--- src/rtl/ram32x4_arbiter_pkg.sv ---
// Shared constants and state encoding for the 32x4 RAM front end.
package ram32x4_arbiter_pkg;

  localparam int DEF_ADDR_W = 5;
  localparam int DEF_DATA_W = 4;
  localparam int RAM_DEPTH  = 2 ** DEF_ADDR_W;

  typedef enum logic {
    ST_IDLE  = 1'b0,
    ST_CLEAR = 1'b1
  } state_e;

endpackage

--- src/rtl/ram32x4_core.sv ---
// Storage array: synchronous write, asynchronous read.
module ram32x4_core
  import ram32x4_arbiter_pkg::*;
#(
  parameter int ADDR_W = DEF_ADDR_W,
  parameter int DATA_W = DEF_DATA_W
) (
  input  logic              clk,
  input  logic              we,
  input  logic [ADDR_W-1:0] addr,
  input  logic [DATA_W-1:0] wdata,
  output logic [DATA_W-1:0] rdata
);

  logic [DATA_W-1:0] mem_q [2**ADDR_W];

  always_ff @(posedge clk) begin
    if (we) mem_q[addr] <= wdata;
  end

  assign rdata = mem_q[addr];

endmodule

--- src/rtl/ram32x4_arbiter.sv ---
// Round-robin two-port front end with a sequenced zero-fill engine.
module ram32x4_arbiter
  import ram32x4_arbiter_pkg::*;
#(
  parameter int ADDR_W = DEF_ADDR_W,
  parameter int DATA_W = DEF_DATA_W
) (
  input  logic              clk,
  input  logic              resetn,
  input  logic              req0,
  input  logic              we0,
  input  logic [ADDR_W-1:0] addr0,
  input  logic [DATA_W-1:0] wdata0,
  input  logic              req1,
  input  logic              we1,
  input  logic [ADDR_W-1:0] addr1,
  input  logic [DATA_W-1:0] wdata1,
  output logic              gnt0,
  output logic              gnt1,
  output logic              rvalid0,
  output logic              rvalid1,
  output logic [DATA_W-1:0] rdata,
  input  logic              clear_start,
  output logic              busy,
  output logic              clear_done
);

  state_e            state_q, state_d;
  logic              last_q, last_d;
  logic              pending_q, pending_d;
  logic              done_q, done_d;
  logic [ADDR_W-1:0] clr_addr_q, clr_addr_d;
  logic              rvalid0_q, rvalid0_d;
  logic              rvalid1_q, rvalid1_d;
  logic [DATA_W-1:0] rdata_q, rdata_d;

  logic              ram_we;
  logic [ADDR_W-1:0] ram_addr;
  logic [DATA_W-1:0] ram_wdata;
  logic [DATA_W-1:0] ram_rdata;

  ram32x4_core #(.ADDR_W(ADDR_W), .DATA_W(DATA_W)) u_core (
    .clk   (clk),
    .we    (ram_we),
    .addr  (ram_addr),
    .wdata (ram_wdata),
    .rdata (ram_rdata)
  );

  always_ff @(posedge clk) begin
    if (!resetn) begin
      state_q    <= ST_IDLE;
      last_q     <= 1'b1;
      pending_q  <= 1'b0;
      done_q     <= 1'b0;
      clr_addr_q <= '0;
      rvalid0_q  <= 1'b0;
      rvalid1_q  <= 1'b0;
      rdata_q    <= '0;
    end else begin
      state_q    <= state_d;
      last_q     <= last_d;
      pending_q  <= pending_d;
      done_q     <= done_d;
      clr_addr_q <= clr_addr_d;
      rvalid0_q  <= rvalid0_d;
      rvalid1_q  <= rvalid1_d;
      rdata_q    <= rdata_d;
    end
  end

  // pending stays set through the clear_done cycle so no grant or new clear can slip in
  always_comb begin
    state_d    = state_q;
    pending_d  = pending_q;
    done_d     = 1'b0;
    clr_addr_d = clr_addr_q;
    case (state_q)
      ST_IDLE: begin
        if (done_q) begin
          pending_d = 1'b0;
        end else if (pending_q) begin
          state_d    = ST_CLEAR;
          clr_addr_d = '0;
        end else if (clear_start) begin
          pending_d = 1'b1;
        end
      end
      ST_CLEAR: begin
        clr_addr_d = clr_addr_q + 1'b1;
        if (clr_addr_q == '1) begin
          state_d = ST_IDLE;
          done_d  = 1'b1;
        end
      end
      default: state_d = ST_IDLE;
    endcase
  end

  always_comb begin
    gnt0 = 1'b0;
    gnt1 = 1'b0;
    if (resetn && state_q == ST_IDLE && !pending_q) begin
      if (req0 && (!req1 || last_q)) gnt0 = 1'b1;
      else if (req1)                 gnt1 = 1'b1;
    end

    ram_we    = 1'b0;
    ram_addr  = addr0;
    ram_wdata = wdata0;
    if (state_q == ST_CLEAR) begin
      ram_we    = resetn;
      ram_addr  = clr_addr_q;
      ram_wdata = '0;
    end else if (gnt0) begin
      ram_we = we0;
    end else if (gnt1) begin
      ram_we    = we1;
      ram_addr  = addr1;
      ram_wdata = wdata1;
    end

    last_d    = gnt0 ? 1'b0 : (gnt1 ? 1'b1 : last_q);
    rvalid0_d = gnt0 && !we0;
    rvalid1_d = gnt1 && !we1;
    rdata_d   = (rvalid0_d || rvalid1_d) ? ram_rdata : rdata_q;

    busy       = resetn && state_q == ST_CLEAR;
    clear_done = resetn && done_q;
    rvalid0    = resetn && rvalid0_q;
    rvalid1    = resetn && rvalid1_q;
    rdata      = rdata_q;
  end

endmodule

--- config.mk ---
export PLATFORM = sky130hd
export DESIGN_NAME = ram32x4_arbiter
export DESIGN_NICKNAME = d
export VERILOG_FILES = /design/src/rtl/ram32x4_arbiter_pkg.sv /design/src/rtl/ram32x4_core.sv /design/src/rtl/ram32x4_arbiter.sv
export SDC_FILE = /design/constraint.sdc
export NUM_CORES = 1
export LEC_CHECK = 0
export ABC_AREA = 0
export CAP_MARGIN = 20
export CORE_MARGIN = 2
export CORE_UTILIZATION = 45
export DETAILED_ROUTE_END_ITERATION = 16
export PLACE_DENSITY_LB_ADDON = 0.05
export SLEW_MARGIN = 10
export SYNTH_ARGS = -nofsm -noshare
export SYNTH_HDL_FRONTEND = slang
export SYNTH_SLANG_ARGS = --single-unit
--- constraint.sdc ---
create_clock -name clk -period 5.6 [get_ports clk]
set_input_delay 1.12 -clock clk [delete_from_list [all_inputs] [get_ports clk]]
set_output_delay 1.12 -clock clk [all_outputs]
set_load 0.02 [all_outputs]
# After elaboration in Yosys (flattened, before gate mapping)
# Memories as Yosys holds them, arrays and structs flattened. A register that Yosys moved wholly into a read port is not among the register bits.
# Cells that the tools add are included.
[totals]
input_bits = 25
memories = 1
reg_bits = 11
word_cells = 61
output_inout_bits = 10
ram_bits = 128
[op_classes]
add_sub_neg = 1
reduce_logical = 19
n_bitwise = 1
muxes = 29
eq_ne = 3
[mem_list]
columns = ["memory", "words", "word_bits", "read_ports", "rd_ports_with_merged_regs", "wr", "line_no", "text"]
rows = [
  ["u_core.mem_q", 32, 4, 1, 1, 1, "ram32x4_core.sv:15", "logic [DATA_W-1:0] mem_q [2**ADDR_W];"],
]
[ops]
columns = ["operator", "count"]
rows = [
  ["two-way mux 5 bit", 5],
  ["two-way mux 1 bit", 19],
  ["two-way mux 4 bit", 3],
  ["case mux 5 bit (2 select lines)", 1],
  ["logical AND 1 bit", 9],
  ["adder 5 x 1 -> 5 bit (second input constant)", 1],
  ["equality test 5 bit (second input constant)", 1],
  ["logical NOT 1 bit", 5],
  ["inequality test 2 bit (second input constant)", 2],
  ["AND reduction 2 bit", 2],
  ["logical OR 1 bit", 2],
  ["case mux 1 bit (2 select lines)", 1],
  ["nonzero test 2 bit", 1],
  ["NOT 1 bit", 1],
]

# Longest topological paths before layout
[depth]
word_depth = 10
mapped_depth = 13
mapped_depth_nobuf = 8

# Hierarchy
# A second synthesis with hierarchy kept.
[unflattened]
cells_unflattened = 421
area_unflattened_um2 = 6099.6
[modules_own_cells]
columns = ["mod", "seq_area_each_um2", "cells_each", "n_inst", "area_each_um2"]
rows = [
  ["ram32x4_core", 3843.7, 314, 1, 5258.8],
  ["ram32x4_arbiter", 300.3, 107, 1, 840.8],
]

# Worst setup path before layout
# OpenSTA, ideal clock, no wires.
[synth_timing]
path_type = "input to register"
startpoint = "input resetn"
endpoint = "register rdata_q[2], in the netlist rdata[2] (read register of u_core.mem_q)"
path_slack_ns = 2.026
required_time_ns = 5.526
cell_stages = 12
arrival_time_ns = 3.499
path_buffers = 5
setup_ns = 0.074
cell_sequence = "or3b_1 buf_2 or4_4 buf_6 and3_1 buf_6 buf_8 buf_8 mux2i_1 a2111oi_0 o21ai_0 a31oi_1"
[synth_between]
elab_chain_len = 6
elab_cells_between_ends = 11
classes_between = "mux: 5; reduce/logical: 6"
[synth_lines]
columns = ["element", "line_no", "text"]
rows = [
  ["start, declared", "ram32x4_arbiter.sv:9", "input logic resetn,"],
  ["logical AND 1 bit (2 in a row)", "ram32x4_arbiter.sv:103", "if (resetn && state_q == ST_IDLE && !pending_q) begin"],
  ["two-way mux 1 bit", "ram32x4_arbiter.sv:103", ""],
  ["two-way mux 5 bit", "ram32x4_arbiter.sv:117", "end else if (gnt1) begin"],
  ["two-way mux 5 bit", "ram32x4_arbiter.sv:115", "end else if (gnt0) begin"],
  ["two-way mux 5 bit", "ram32x4_arbiter.sv:111", "if (state_q == ST_CLEAR) begin"],
  ["end, declared", "ram32x4_arbiter.sv:35", "logic [DATA_W-1:0] rdata_q, rdata_d;"],
]
# Several ways; a longest one is shown, not always the timed one.
# A chain may end at the register's enable or synchronous reset.

# Final worst setup path
[layout_timing]
startpoint = "input resetn"
endpoint = "output gnt1"
[layout_between]
elab_chain_len = 3
[layout_lines]
columns = ["element", "line_no", "text"]
rows = [
  ["logical AND 1 bit (2 in a row)", "ram32x4_arbiter.sv:103", ""],
  ["two-way mux 1 bit", "ram32x4_arbiter.sv:103", ""],
  ["end, declared", "ram32x4_arbiter.sv:19", "output logic gnt1,"],
]
# No other way between the ends.

==> impl_metrics.json <==
{
  "status": "finished clean",
  "ys_seq_elements": 143,
  "synth_top_flop_cell": "edfxtp_1",
  "design_area_um2": 7460,
  "min_to": "pending_q",
  "ys_types": 56,
  "finalCritPeriodShare": 0.819,
  "synth.avg_cell_area_um2": 13.5,
  "p_leak_nw": 2.59,
  "grt_pass1_wl_mm": 24.9,
  "holdCritStartpoint": "done_q",
  "cap_violations": 0,
  "seq_area_frac_synth": 0.655,
  "cpLargestDelayFamily": "buffers and inverters",
  "path_class": "in -> out",
  "hold_violations": 0,
  "critPathSlowestCell": "clkdlybuf4s50_1",
  "synth_edf_count": 128,
  "cp_num_buf_inv": 4,
  "cts_hold_buf": 0,
  "core_um2": 13800,
  "die_w_um": 123,
  "clkTransAtPathRegs_ps": 60,
  "wire_per_inst_um": 23.0,
  "drt_pass1_iterations": 5,
  "multi_input_area_um2": 1940,
  "power_switching_uw": 647,
  "post-dp-hpwl_mm": 10.3,
  "worstHoldPathType": "reg -> reg",
  "pwr-share-comb": 0.124,
  "start_kind": "input pin",
  "path_depth": 6,
  "htreeDepth": 4,
  "io_buffers": 34,
  "fillers": 1144,
  "antenna_cells": 0,
  "r2r_slack_ps": 1960,
  "rsz0062_at_grt": "false",
  "yosys_warnings": 0,
  "fp.dieH_um": 123,
  "period_minus_slack_ps": 4590,
  "hold_depth": 1,
  "p_sw_frac": 0.237,
  "worst_ep_required_time_ps": 4480,
  "worst_pin_slew_ps": 771,
  "drc_errors": 0,
  "finClkSkew_ps": 7.48,
  "dieArea_um2": 15000,
  "rr_startpoint": "state_q",
  "grt_antenna_before_repair": 0,
  "area_growth_pct": 17.9,
  "cts_tree": "built",
  "critPathArrivalTime_ps": 3470,
  "crit_top_cell": "clkdlybuf4s50_1",
  "overflow": 0,
  "worstRegToRegCells": 6,
  "clkLatencyLatePin_ps": 420,
  "slew_viol_final": 0,
  "startpoint": "resetn",
  "drive_gt1_frac": 0.124,
  "rows": 43,
  "ctsRootBufferMaster": "clkbuf_16",
  "initial_utilization": 0.458,
  "clock_sinks": 143,
  "ir_drop_uv": 195,
  "slowest_delay_ps": 640,
  "first_iter_violations": 346,
  "cts_buffers": 17,
  "vias": 4214,
  "gr-usage-all-layers": 0.230,
  "synthArstFlopShare": 0,
  "grt_pass1_vias": 4134,
  "seq_area_um2": 4140,
  "netlist_instances": 470,
  "io_pins": 35,
  "fmax_mhz": 218,
  "grt_max_degree": 33,
  "cts_buffer_depth": 2,
  "postCtsSetupBuffers": 0,
  "drt_wl_total_mm": 16.2,
  "syn_area_um2": 6330,
  "antenna_left": 0,
  "cp-end-kind": "primary output",
  "p_seq_frac": 0.438,
  "final.setup.tns_ps": 0,
  "clkPwrFrac": 0.438,
  "p_int_mw": 2.09,
  "powerDensity_nw_per_um2": 367,
  "gp_congestion": 0.858,
  "cp_max_fo": 13,
  "cts_resized": 0,
  "placed_area_um2": 6820,
  "routed_via_density": 5.98,
  "max_slew_margin": 0.473,
  "nNetsFinal": 539,
  "cp_cell_sequence": "clkdlybuf4s50_1, buf_4, nor3b_2, nand2_1, clkinv_1, clkdlybuf4s50_1",
  "finalSetupViolCount": 0,
  "rr_endpoint": "u_core.mem_q[29][1]",
  "synth_nets": 497
}
-- layout by cell type (no fill, tap or decap), types with 3 or more instances in the layout --
| master | instances |
|---|---|
| a2111oi_0 | 6 |
| a211o_1 | 5 |
| a211oi_1 | 15 |
| a21oi_1 | 14 |
| a21oi_2 | 4 |
| a221oi_1 | 12 |
| a22oi_1 | 4 |
| a31oi_1 | 17 |
| and2_1 | 17 |
| and3_1 | 4 |
| buf_4 | 14 |
| bufinv_16 | 4 |
| clkbuf_16 | 17 |
| clkbuf_8 | 3 |
| clkdlybuf4s50_1 | 34 |
| clkinv_1 | 3 |
| clkinvlp_4 | 3 |
| dfxtp_1 | 15 |
| edfxtp_1 | 128 |
| inv_1 | 17 |
| mux2_2 | 6 |
| mux2i_1 | 37 |
| nand2_1 | 29 |
| nand2b_1 | 4 |
| nand3_1 | 18 |
| nor2_1 | 42 |
| o21ai_0 | 8 |
| o22ai_1 | 3 |
| o311ai_0 | 3 |
| o311ai_1 | 3 |
-- cells by family (layout without fill, tap and decap cells) --
kind of cell               Yosys count  in the layout  synth area share
xor gates and xnor gates             2              2           0.00277
DFF                                143            143             0.655
buffers and inverters               44             99            0.0415
adders and majority gates            2              2           0.00396
and+or+nand+nor                    121            121            0.0914
muxes                               44             44            0.0716
AOI/OAI and AO/OA                  114            114             0.134
-- registers in the layout, summed over array words and instances, names as in the netlist --
| register | count |
|---|---|
| clr_addr_q | 5 |
| done_q | 1 |
| last_q | 1 |
| pending_q | 1 |
| rdata | 4 |
| rvalid0_q | 1 |
| rvalid1_q | 1 |
| state_q | 1 |
| u_core.mem_q | 128 |
-- area by class of cell --
type	instances	share of cell area
clock inverter	10	0.0215
tap	180	0.0302
multi-input combinational	283	0.260
inverter	19	0.00957
sequential	143	0.556
clock buffer	22	0.0636
timing repair buffer	48	0.0597
-- worst register-to-register path, cell delays in order, from the launching register on --
cell and delay [ps]:
dfxtp_1 290, buf_4 210, or3b_1 490, o21ai_1 470, and3_1 690, nand3_1 610
nor2_1 520
-- power groups by stage --
stage | clock network, mW | registers (mW) | logic [mW]
floorplan | 0 | 1.22 | 0.223
global placement | 0 | 1.22 | 0.334
detailed placement | 0 | 1.22 | 0.335
CTS | 1.21 | 1.20 | 0.336
global route | 1.27 | 1.20 | 0.363
finish | 1.20 | 1.20 | 0.338
-- per-layer routing --
layer | global-route usage | share of wire | up-vias
li1 | - | - | 1916
met3 | 0.0516 | 0.060 | 32
met1 | 0.315 | 0.45 | 2101
met5 | 0 | 0 | -
met4 | 0.0955 | 0.024 | 0
met2 | 0.357 | 0.46 | 165
-- synth_stat cells (all sizes together), types with 3 or more instances --
library cell,instances,area share
and2,17,0.017
a211o,5,0.0069
nand2,29,0.017
a31oi,17,0.017
nand2b,4,0.0040
o21ai,10,0.0085
nand3,19,0.016
a221oi,13,0.019
dfxtp,15,0.047
buf,15,0.024
mux2i,37,0.059
edfxtp,128,0.61
clkbuf,10,0.0061
a211oi,15,0.018
o311ai,6,0.0083
mux2,7,0.013
a22oi,4,0.0047
nor2,42,0.025
inv,17,0.010
a2111oi,7,0.011
and3,5,0.0049
o22ai,3,0.0030
a21oi,18,0.014
-- worst max-delay path by stage --
| stage | to | slack [ps] |
|---|---|---|
| 6_report | gnt1 | 1010 |
| 5_1_grt | gnt1 | 890 |
| 4_1_cts | gnt1 | 1030 |
| 3_5_place_dp | u_core.mem_q[29][2] | 700 |
| 3_3_place_gp | u_core.mem_q[1][2] | 760 |
| 2_1_floorplan | rdata[2] | 2030 |
-- metrics by stage --
step                      setup slack [ps]  hold slack, ps  instances  power (mW)   util
after floorplan                       2030             424        470        1.44      -
after global placement                 763             444        673        1.55  0.493
after global routing                   889             489        705        2.83  0.539
after detailed placement               696             458        673        1.55  0.493
after CTS                             1030             471        705        2.75  0.539
final                                 1010             471        705        2.73  0.539
(Power assumes the default switching activity.)
